**config.mk**
```make
export PLATFORM = sky130hd
export DESIGN_NAME = ram_arbiter
export DESIGN_NICKNAME = d
export VERILOG_FILES = /design/src/rtl/ram_arb_pkg.sv /design/src/rtl/ram_arb_starve_cnt.sv /design/src/rtl/ram_arbiter.sv
export SDC_FILE = /design/constraint.sdc
export NUM_CORES = 1
export LEC_CHECK = 0
export ABC_AREA = 1
export ABC_CLOCK_PERIOD_IN_PS = 2400
export CORE_ASPECT_RATIO = 2
export CORE_MARGIN = 2
export CORE_UTILIZATION = 32
export DETAILED_ROUTE_END_ITERATION = 10
export GPL_TIMING_DRIVEN = 1
export PLACE_DENSITY = 0.79
export SYNTH_ARGS = -nofsm -noshare
export SYNTH_HDL_FRONTEND = slang
export SYNTH_SLANG_ARGS = --single-unit
```
**constraint.sdc**
```tcl
create_clock -name clk -period 2.4 [get_ports clk]
set_clock_uncertainty 0.2 [all_clocks]
set_input_delay 0.48 -clock clk [delete_from_list [all_inputs] [get_ports clk]]
set_output_delay 0.48 -clock clk [all_outputs]
set_load 0.02 [all_outputs]
```
**src/rtl/ram_arb_pkg.sv**
```systemverilog
// Shared types and defaults for the RAM arbiter: response-source encoding,
// default bus widths and a counter-width helper.
package ram_arb_pkg;

    localparam int unsigned DefaultAddrW = 30;
    localparam int unsigned DefaultDataW = 32;

    typedef enum logic [1:0] {
        RespNone = 2'd0,
        RespIf   = 2'd1,
        RespD    = 2'd2
    } resp_src_e;

    // A limit of 0 still needs a 1-bit counter so the port widths stay legal.
    function automatic int unsigned cnt_width(input int unsigned limit);
        return (limit == 0) ? 1 : $clog2(limit + 1);
    endfunction

endpackage

```
**src/rtl/ram_arb_starve_cnt.sv**
```systemverilog
// Counts consecutive cycles in which a pending fetch loses to the data port and
// raises force_if once the configured limit is reached.
module ram_arb_starve_cnt
    import ram_arb_pkg::*;
#(
    parameter int unsigned STARVE_LIMIT = 4
) (
    input  logic clk,
    input  logic rst_n,
    input  logic if_req_i,
    input  logic if_gnt_i,
    input  logic if_lost_i,
    output logic force_if_o
);

    localparam int unsigned CntW = cnt_width(STARVE_LIMIT);
    localparam logic [CntW-1:0] Limit = CntW'(STARVE_LIMIT);

    logic [CntW-1:0] wait_cnt_q, wait_cnt_d;

    always_comb begin
        wait_cnt_d = wait_cnt_q;
        if (!if_req_i || if_gnt_i) begin
            wait_cnt_d = '0;
        end else if (if_lost_i && (wait_cnt_q != Limit)) begin
            wait_cnt_d = wait_cnt_q + 1'b1;
        end
    end

    always_ff @(posedge clk or negedge rst_n) begin
        if (!rst_n) begin
            wait_cnt_q <= '0;
        end else begin
            wait_cnt_q <= wait_cnt_d;
        end
    end

    assign force_if_o = (STARVE_LIMIT != 0) && (wait_cnt_q == Limit);

endmodule

```
**src/rtl/ram_arbiter.sv**
```systemverilog
// Arbitrates a single-port synchronous-read RAM between fetch and data ports.
// Optional RAM_ARB_STATS_EN adds saturating grant/conflict counters.
module ram_arbiter
    import ram_arb_pkg::*;
#(
    parameter int unsigned ADDR_W       = DefaultAddrW,
    parameter int unsigned DATA_W       = DefaultDataW,
    parameter int unsigned STARVE_LIMIT = 4
) (
    input  logic              clk,
    input  logic              rst_n,
    input  logic              if_req_i,
    input  logic [ADDR_W-1:0] if_addr_i,
    output logic              if_gnt_o,
    output logic              if_rvalid_o,
    output logic [DATA_W-1:0] if_rdata_o,
    input  logic              d_req_i,
    input  logic              d_we_i,
    input  logic [ADDR_W-1:0] d_addr_i,
    input  logic [DATA_W-1:0] d_wdata_i,
    output logic              d_gnt_o,
    output logic              d_rvalid_o,
    output logic [DATA_W-1:0] d_rdata_o,
    output logic              ram_wren_o,
    output logic [ADDR_W-1:0] ram_address_o,
    output logic [DATA_W-1:0] ram_data_o,
    input  logic [DATA_W-1:0] ram_q_i
`ifdef RAM_ARB_STATS_EN
    ,
    input  logic              stat_clr_i,
    output logic [31:0]       stat_if_grants_o,
    output logic [31:0]       stat_d_grants_o,
    output logic [31:0]       stat_conflicts_o
`endif
);

    logic              force_if;
    logic              arb_if_gnt, arb_d_gnt;
    logic [ADDR_W-1:0] arb_addr;
    logic [ADDR_W-1:0] last_addr_q, last_addr_d;
    resp_src_e         resp_src_q, resp_src_d;

    // Internal decisions are left ungated; flops are held in reset anyway and
    // only the externally visible outputs are forced quiet.
    always_comb begin
        arb_if_gnt = 1'b0;
        arb_d_gnt  = 1'b0;
        if (if_req_i && (!d_req_i || force_if)) begin
            arb_if_gnt = 1'b1;
        end else if (d_req_i) begin
            arb_d_gnt = 1'b1;
        end

        if (arb_if_gnt) begin
            arb_addr = if_addr_i;
        end else if (arb_d_gnt) begin
            arb_addr = d_addr_i;
        end else begin
            arb_addr = last_addr_q;
        end
        last_addr_d = arb_addr;

        if (arb_if_gnt) begin
            resp_src_d = RespIf;
        end else if (arb_d_gnt && !d_we_i) begin
            resp_src_d = RespD;
        end else begin
            resp_src_d = RespNone;
        end
    end

    always_ff @(posedge clk or negedge rst_n) begin
        if (!rst_n) begin
            last_addr_q <= '0;
            resp_src_q  <= RespNone;
        end else begin
            last_addr_q <= last_addr_d;
            resp_src_q  <= resp_src_d;
        end
    end

    ram_arb_starve_cnt #(
        .STARVE_LIMIT (STARVE_LIMIT)
    ) u_starve_cnt (
        .clk        (clk),
        .rst_n      (rst_n),
        .if_req_i   (if_req_i),
        .if_gnt_i   (arb_if_gnt),
        .if_lost_i  (if_req_i && arb_d_gnt),
        .force_if_o (force_if)
    );

    always_comb begin
        if_gnt_o      = rst_n && arb_if_gnt;
        d_gnt_o       = rst_n && arb_d_gnt;
        ram_wren_o    = rst_n && arb_d_gnt && d_we_i;
        ram_address_o = rst_n ? arb_addr : '0;
        ram_data_o    = ram_wren_o ? d_wdata_i : '0;
        if_rvalid_o   = (resp_src_q == RespIf);
        d_rvalid_o    = (resp_src_q == RespD);
        if_rdata_o    = ram_q_i;
        d_rdata_o     = ram_q_i;
    end

`ifdef RAM_ARB_STATS_EN
    logic [31:0] stat_if_q, stat_if_d;
    logic [31:0] stat_d_q, stat_d_d;
    logic [31:0] stat_cf_q, stat_cf_d;

    // Counters saturate at all-ones; clear wins over increment.
    always_comb begin
        stat_if_d = stat_if_q;
        stat_d_d  = stat_d_q;
        stat_cf_d = stat_cf_q;
        if (stat_clr_i) begin
            stat_if_d = '0;
            stat_d_d  = '0;
            stat_cf_d = '0;
        end else begin
            if (arb_if_gnt && (stat_if_q != '1)) begin
                stat_if_d = stat_if_q + 32'd1;
            end
            if (arb_d_gnt && (stat_d_q != '1)) begin
                stat_d_d = stat_d_q + 32'd1;
            end
            if (if_req_i && d_req_i && (stat_cf_q != '1)) begin
                stat_cf_d = stat_cf_q + 32'd1;
            end
        end
    end

    always_ff @(posedge clk or negedge rst_n) begin
        if (!rst_n) begin
            stat_if_q <= '0;
            stat_d_q  <= '0;
            stat_cf_q <= '0;
        end else begin
            stat_if_q <= stat_if_d;
            stat_d_q  <= stat_d_d;
            stat_cf_q <= stat_cf_d;
        end
    end

    assign stat_if_grants_o = stat_if_q;
    assign stat_d_grants_o  = stat_d_q;
    assign stat_conflicts_o = stat_cf_q;
`else
    // Statistics disabled: no counters or extra ports.
`endif

endmodule

```
## After elaboration in Yosys (flattened, before gate mapping)

Cells that the tools add are included.

| word-level totals | value |
|---|---|
| register bits after elaboration | 35 |
| output and inout port bits | 131 |
| word-level logic and storage cells | 32 |
| bits of input ports | 129 |

| cells by class | value |
|---|---|
| multiplexer cells | 11 |
| reduce and logical (&&, ||, !) cells | 13 |
| eq/ne operators | 4 |
| $add $sub $neg | 1 |

Operators by type and width:

| operator | count |
|---|---|
| 2-to-1 mux 30 bit | 3 |
| 2-to-1 mux 32 bit | 1 |
| logical AND 1 bit | 7 |
| 2-to-1 mux 3 bit | 2 |
| 2-to-1 mux 2 bit | 2 |
| adder 3 x 1 -> 3 bit, second input constant | 1 |
| == test 3 bit, second input constant | 1 |
| logical NOT 1 bit | 3 |
| 2-to-1 mux 1 bit | 3 |
| != test 3 bit, second input constant | 1 |
| == test 2 x 1 -> 1 bit, second input constant | 1 |
| == test 2 bit, second input constant | 1 |
| logical OR 1 bit | 2 |
| nonzero test 2 bit | 1 |

## Longest topological paths before layout

| logic depth | value |
|---|---|
| word-level depth | 8 |
| depth in mapped cells | 9 |
| mapped depth without buffers | 8 |

## Hierarchy

From an unflattened synthesis, not the netlist that was laid out.

| second synthesis, totals | value |
|---|---|
| cell total of the unflattened synthesis | 535 |
| area, all modules | 3150.5 sq um |

By module, submodules not included:

| module | times used | cells each | area each (sq um) | sequential area each (sq um) |
|---|---|---|---|---|
| ram_arbiter | 1 | 503 | 2935.3 | 800.8 |
| ram_arb_starve_cnt | 1 | 32 | 215.2 | 75.1 |

## Worst setup path before layout

OpenSTA, ideal clock, no wires.

| timing path | value |
|---|---|
| kind | reg-to-output |
| from | register u_starve_cnt.wait_cnt_q[0] |
| to | output port ram_data_o[22] |
| cell stages (with the launch flop) | 9 |
| path slack | 0.331 ns |
| buffers on the path | 1 |
| required time | 1.720 ns |
| arrival time | 1.389 ns |
| path through | dfrtp_1 -> inv_1 -> ha_1 -> nand2_1 -> nand2_4 -> nand2_4 -> nand4_4 -> buf_2 -> nor2_1 |

| on the way | value |
|---|---|
| longest elaborated chain between the ends | 7 |

Ends and longest elaborated chain:

| element | line | RTL |
|---|---|---|
| start, declared | ram_arb_starve_cnt.sv:19 | `logic [CntW-1:0] wait_cnt_q, wait_cnt_d;` |
| start signal, assigned | ram_arb_starve_cnt.sv:34 | `wait_cnt_q <= wait_cnt_d;` |
| == test 3 bit | ram_arb_starve_cnt.sv:38 | `assign force_if_o = (STARVE_LIMIT != 0) && (wait_cnt_q == Limit);` |
| logical OR 1 bit | ram_arbiter.sv:48 | `if (if_req_i && (!d_req_i \|\| force_if)) begin` |
| logical AND 1 bit | ram_arbiter.sv:48 |  |
| 2-to-1 mux 1 bit | ram_arbiter.sv:48 |  |
| logical AND 1 bit (2 in a row) | ram_arbiter.sv:96 | `ram_wren_o = rst_n && arb_d_gnt && d_we_i;` |
| 2-to-1 mux 32 bit | ram_arbiter.sv:98 | `ram_data_o = ram_wren_o ? d_wdata_i : '0;` |
| end, declared | ram_arbiter.sv:26 | `output logic [DATA_W-1:0] ram_data_o,` |

No other way between the ends.

## Final worst setup path

| timing path | value |
|---|---|
| from | register u_starve_cnt.wait_cnt_q[0] |
| to | output port ram_address_o[25] |

| on the way | value |
|---|---|
| longest elaborated chain between the ends | 7 |
| elaborated cells between the ends (all ways) | 8 |
| classes of those cells | eq/ne: 1; mux: 5; reduce/logical: 2 |

Ends and longest elaborated chain:

| element | line | RTL |
|---|---|---|
| == test 3 bit * | ram_arb_starve_cnt.sv:38 |  |
| logical OR 1 bit * | ram_arbiter.sv:48 |  |
| logical AND 1 bit * | ram_arbiter.sv:48 |  |
| 2-to-1 mux 1 bit | ram_arbiter.sv:48 |  |
| 2-to-1 mux 30 bit | ram_arbiter.sv:56 | `end else if (arb_d_gnt) begin` |
| 2-to-1 mux 30 bit * | ram_arbiter.sv:54 | `if (arb_if_gnt) begin` |
| 2-to-1 mux 30 bit * | ram_arbiter.sv:97 | `ram_address_o = rst_n ? arb_addr : '0;` |
| end, declared | ram_arbiter.sv:25 | `output logic [ADDR_W-1:0] ram_address_o,` |

Mark *: on every way between the ends. The rest lies on a longest branch, timed or not.

==> impl_metrics.py <==
metrics = {
    "outcome": {
        "outcome": "finished clean",
    },
    "setup_path": {
        "cp_slowest_cell": "dfrtp_1",
        "startpoint": "u_starve_cnt.wait_cnt_q[0]",
        "cp.arrival_ns": 1.71,
        "crit_family": "simple AND/OR/NAND/NOR gates",
        "slowest_delay_ns": 0.39,
        "cp_cell_sequence": "inv_2, ha_4, nand2_4, nand2_4, nand2_8, buf_12, nand2_4, nand2_4, nor2_1, buf_4",
        "crit_path_frequent_cell": "nand2_4",
        "rr_startpoint": "u_starve_cnt.wait_cnt_q[0]",
        "worst-path-buf-inv": 3,
        "cp-end-kind": "output port",
        "cp_max_fo": 7,
        "crit_path_start_kind": "register",
        "cp.required_ns": 1.72,
        "crit_type": "register to output port",
    },
    "logic_synthesis": {
        "synth_top_flop_cell": "dfrtp_1",
        "yosysWarnings": 0,
        "yosys.cell_count.top_type": "inv_1",
        "synth_area_leaders": "dfrtp_1, buf_4, inv_1",
        "synth_area_leader_cell": "dfrtp_1",
        "seq_area_frac_synth": 0.2929,
        "synth_common_cells": "inv_1, nor2_1, nand2_1",
        "synth_edf_count": 0,
        "synth_nets": 607,
        "synth_area_per_cell_um2": 6.282,
        "synth-async-reset-ratio": 1.000,
        "synth_cells": 476,
        "synthesis.area_um2": 2990,
        "ys_ff_latch": 35,
        "synth_top_area_share": 0.2929,
        "synth_cell_types": 15,
    },
    "floorplan": {
        "coreArea_um2": 9012,
        "die_x_um": 72.36,
        "start_util": 0.3318,
        "die-area_um2": 10180,
        "rows": 49,
        "die_y_um": 140.7,
        "io_pins": 260,
    },
    "place": {
        "globalplace.congestion": 0.8296,
        "dp_hpwl_um": 8493,
        "dp.cells": 678,
        "postPlaceCellArea_um2": 4427,
        "port_buffers": 163,
    },
    "sta": {
        "min_period_ns": 2.393,
        "finalSetupTns_ns": 0,
        "slew_headroom": 0.7300,
        "hold_viol": 0,
        "setup_violations": 0,
        "finalCritPeriodShare": 0.9969,
        "finalMaxSlewViolations": 0,
        "rsz0062_at_grt": "true",
        "tightest_slew_ns": 0.4049,
        "fmax_mhz": 417.9,
    },
    "global_routing": {
        "grt_pass1_vias": 2971,
        "grt_overflow_total": 0,
        "grt_pass1_wl_um": 15360,
        "grt_usage": 0.2011,
        "grt_max_degree": 35,
        "antenna_found_initial": 1,
    },
    "drt": {
        "drt_iter0_markers": 52,
        "wire_per_inst_um": 16.05,
        "dr.pass1.iters": 4,
        "wirelength_um": 11250,
        "postRouteAntennaNets": 0,
        "drc": 0,
        "vias": 3132,
        "viasPerCell": 4.468,
    },
    "clock_network": {
        "clk_pin_slew_ns": 0.05,
        "cts_max_level": 2,
        "clock_path_buffers": 2,
        "clock_latency_ns": 0.28,
        "clock_sinks": 35,
        "cts-root-buf": "clkbuf_16",
        "cts_inserted_buffers": 5,
        "cts_tree": "yes",
    },
    "power": {
        "p_leak_uw": 0.002711,
        "cellPowerDensity_nw_per_um2": 426.5,
        "irDropWorstVdd_mv": 0.5992,
    },
    "finish": {
        "stdcell_area_um2": 4918,
        "nNetsFinal": 728,
        "drive_gt1_frac": 0.3127,
        "fin_cells": 701,
        "area_delta_synth_final_pct": 64.48,
        "fin_util": 0.5457,
    },
    "min_path": {
        "hold_path_class": "primary input to async pin",
    },
    "job": {
        "maxCapViolCount": 0,
    },
}
[per-layer routing]
layer | track usage | share of wire
met1 | 0.1597 | 0.29
met2 | 0.3559 | 0.52
met3 | 0.1129 | 0.13
met4 | 0.1351 | 0.053
met5 | 0 | 0
[power by group]
| group | internal (uW) | switching [uW] | total [uW] |
|---|---|---|---|
| logic | 418 | 396 | 814 |
| clock network | 378 | 243 | 621 |
| registers | 648 | 14.7 | 663 |
[layout by cell type, fill, tap and decap left out]
master / synthesis / routed
inv_2: 0 / 2
nor2_1: 93 / 67
nand3b_1: 30 / 30
inv_1: 113 / 111
buf_12: 0 / 7
xnor2_1: 1 / 1
nand2_2: 0 / 26
nor2_2: 0 / 19
nor2_4: 0 / 7
buf_6: 0 / 19
clkinv_2: 0 / 3
nand2_8: 0 / 1
buf_2: 16 / 14
ha_4: 0 / 1
nand4_4: 1 / 1
dlygate4sd2_1: 0 / 1
diode_2: 0 / 1
clkbuf_16: 0 / 8
clkdlybuf4s50_1: 0 / 95
buf_8: 0 / 1
ha_1: 2 / 1
o21ai_0: 17 / 17
dfrtp_1: 35 / 35
nand2_4: 2 / 18
nor3b_1: 1 / 1
buf_4: 65 / 60
dlygate4sd3_1: 0 / 1
nor3_1: 2 / 2
nand2_1: 92 / 49
[timing repair]
item                       4_1_cts  5_1_grt
resized for setup              286      142
pin swaps                        1       42
hold buffers                     1        0
setup buffers                    0       11
hold endpoints to repair         4        0
cloned                           0        3
setup endpoints to repair       65       65
[final timing paths]
| kind | endpoint | cells past startpoint | slack (ns) |
|---|---|---|---|
| min reg2reg | last_addr_q[19] | 4 | 0.37 |
| max reg2reg | last_addr_q[12] | 11 | 0.70 |
| min | last_addr_q[7] | 2 | 0.10 |
| max in group asynchronous | last_addr_q[27] | 3 | 1.40 |
| max | ram_address_o[25] | 10 | 0.007 |
| min in group clk | last_addr_q[19] | 4 | 0.37 |
[cell families (layout without fill, tap and decap cells)]
| kind of cell | Yosys count | after routing | synth area share |
|---|---|---|---|
| and+or+nand+nor | 221 | 221 | 0.3280 |
| buffers and inverters | 200 | 322 | 0.3393 |
| DFF | 35 | 35 | 0.2929 |
| AOI/OAI and AO/OA | 17 | 17 | 0.02845 |
| adders and majority gates | 2 | 2 | 0.008367 |
| xor gates and xnor gates | 1 | 1 | 0.002929 |
| other | 0 | 1 | 0 |
[state kept, by name, summed over array words and instances, names as in the netlist]
signal and count:
u_starve_cnt.wait_cnt_q 3, resp_src_q 2, last_addr_q 30
[worst register-to-register path, stage by stage (launching register included)]
cell	delay, ns
dfrtp_1	0.39
inv_2	0.08
ha_4	0.14
nand2_4	0.04
nand2_4	0.10
buf_6	0.13
clkbuf_16	0.14
nand3b_1	0.09
nand2_2	0.08
buf_4	0.11
buf_4	0.09
inv_1	0.03
[cell type report]
type / count / area, um^2
tap: 102 / 127.6
timing repair buffer: 201 / 1934
fill: 868 / 4094
clock buffer: 5 / 125.1
clock inverter: 3 / 15.01
sequential: 35 / 875.8
antenna: 1 / 2.502
multi-input combinational: 241 / 1414
inverter: 113 / 424.2
[metrics by stage]
step | setup slack, ns | hold WS [ns] | power [uW]
2_1_floorplan | 0.3305 | -0.01559 | 1132
3_3_place_gp | -0.5225 | 0.2568 | 1352
3_5_place_dp | -0.5212 | 0.2675 | 1366
4_1_cts | -0.02979 | 0.1282 | 1963
5_1_grt | -0.05473 | 0.1668 | 2216
6_report | 0.007325 | 0.1028 | 2098
No activity file was read; power rests on OpenSTA's default activity.
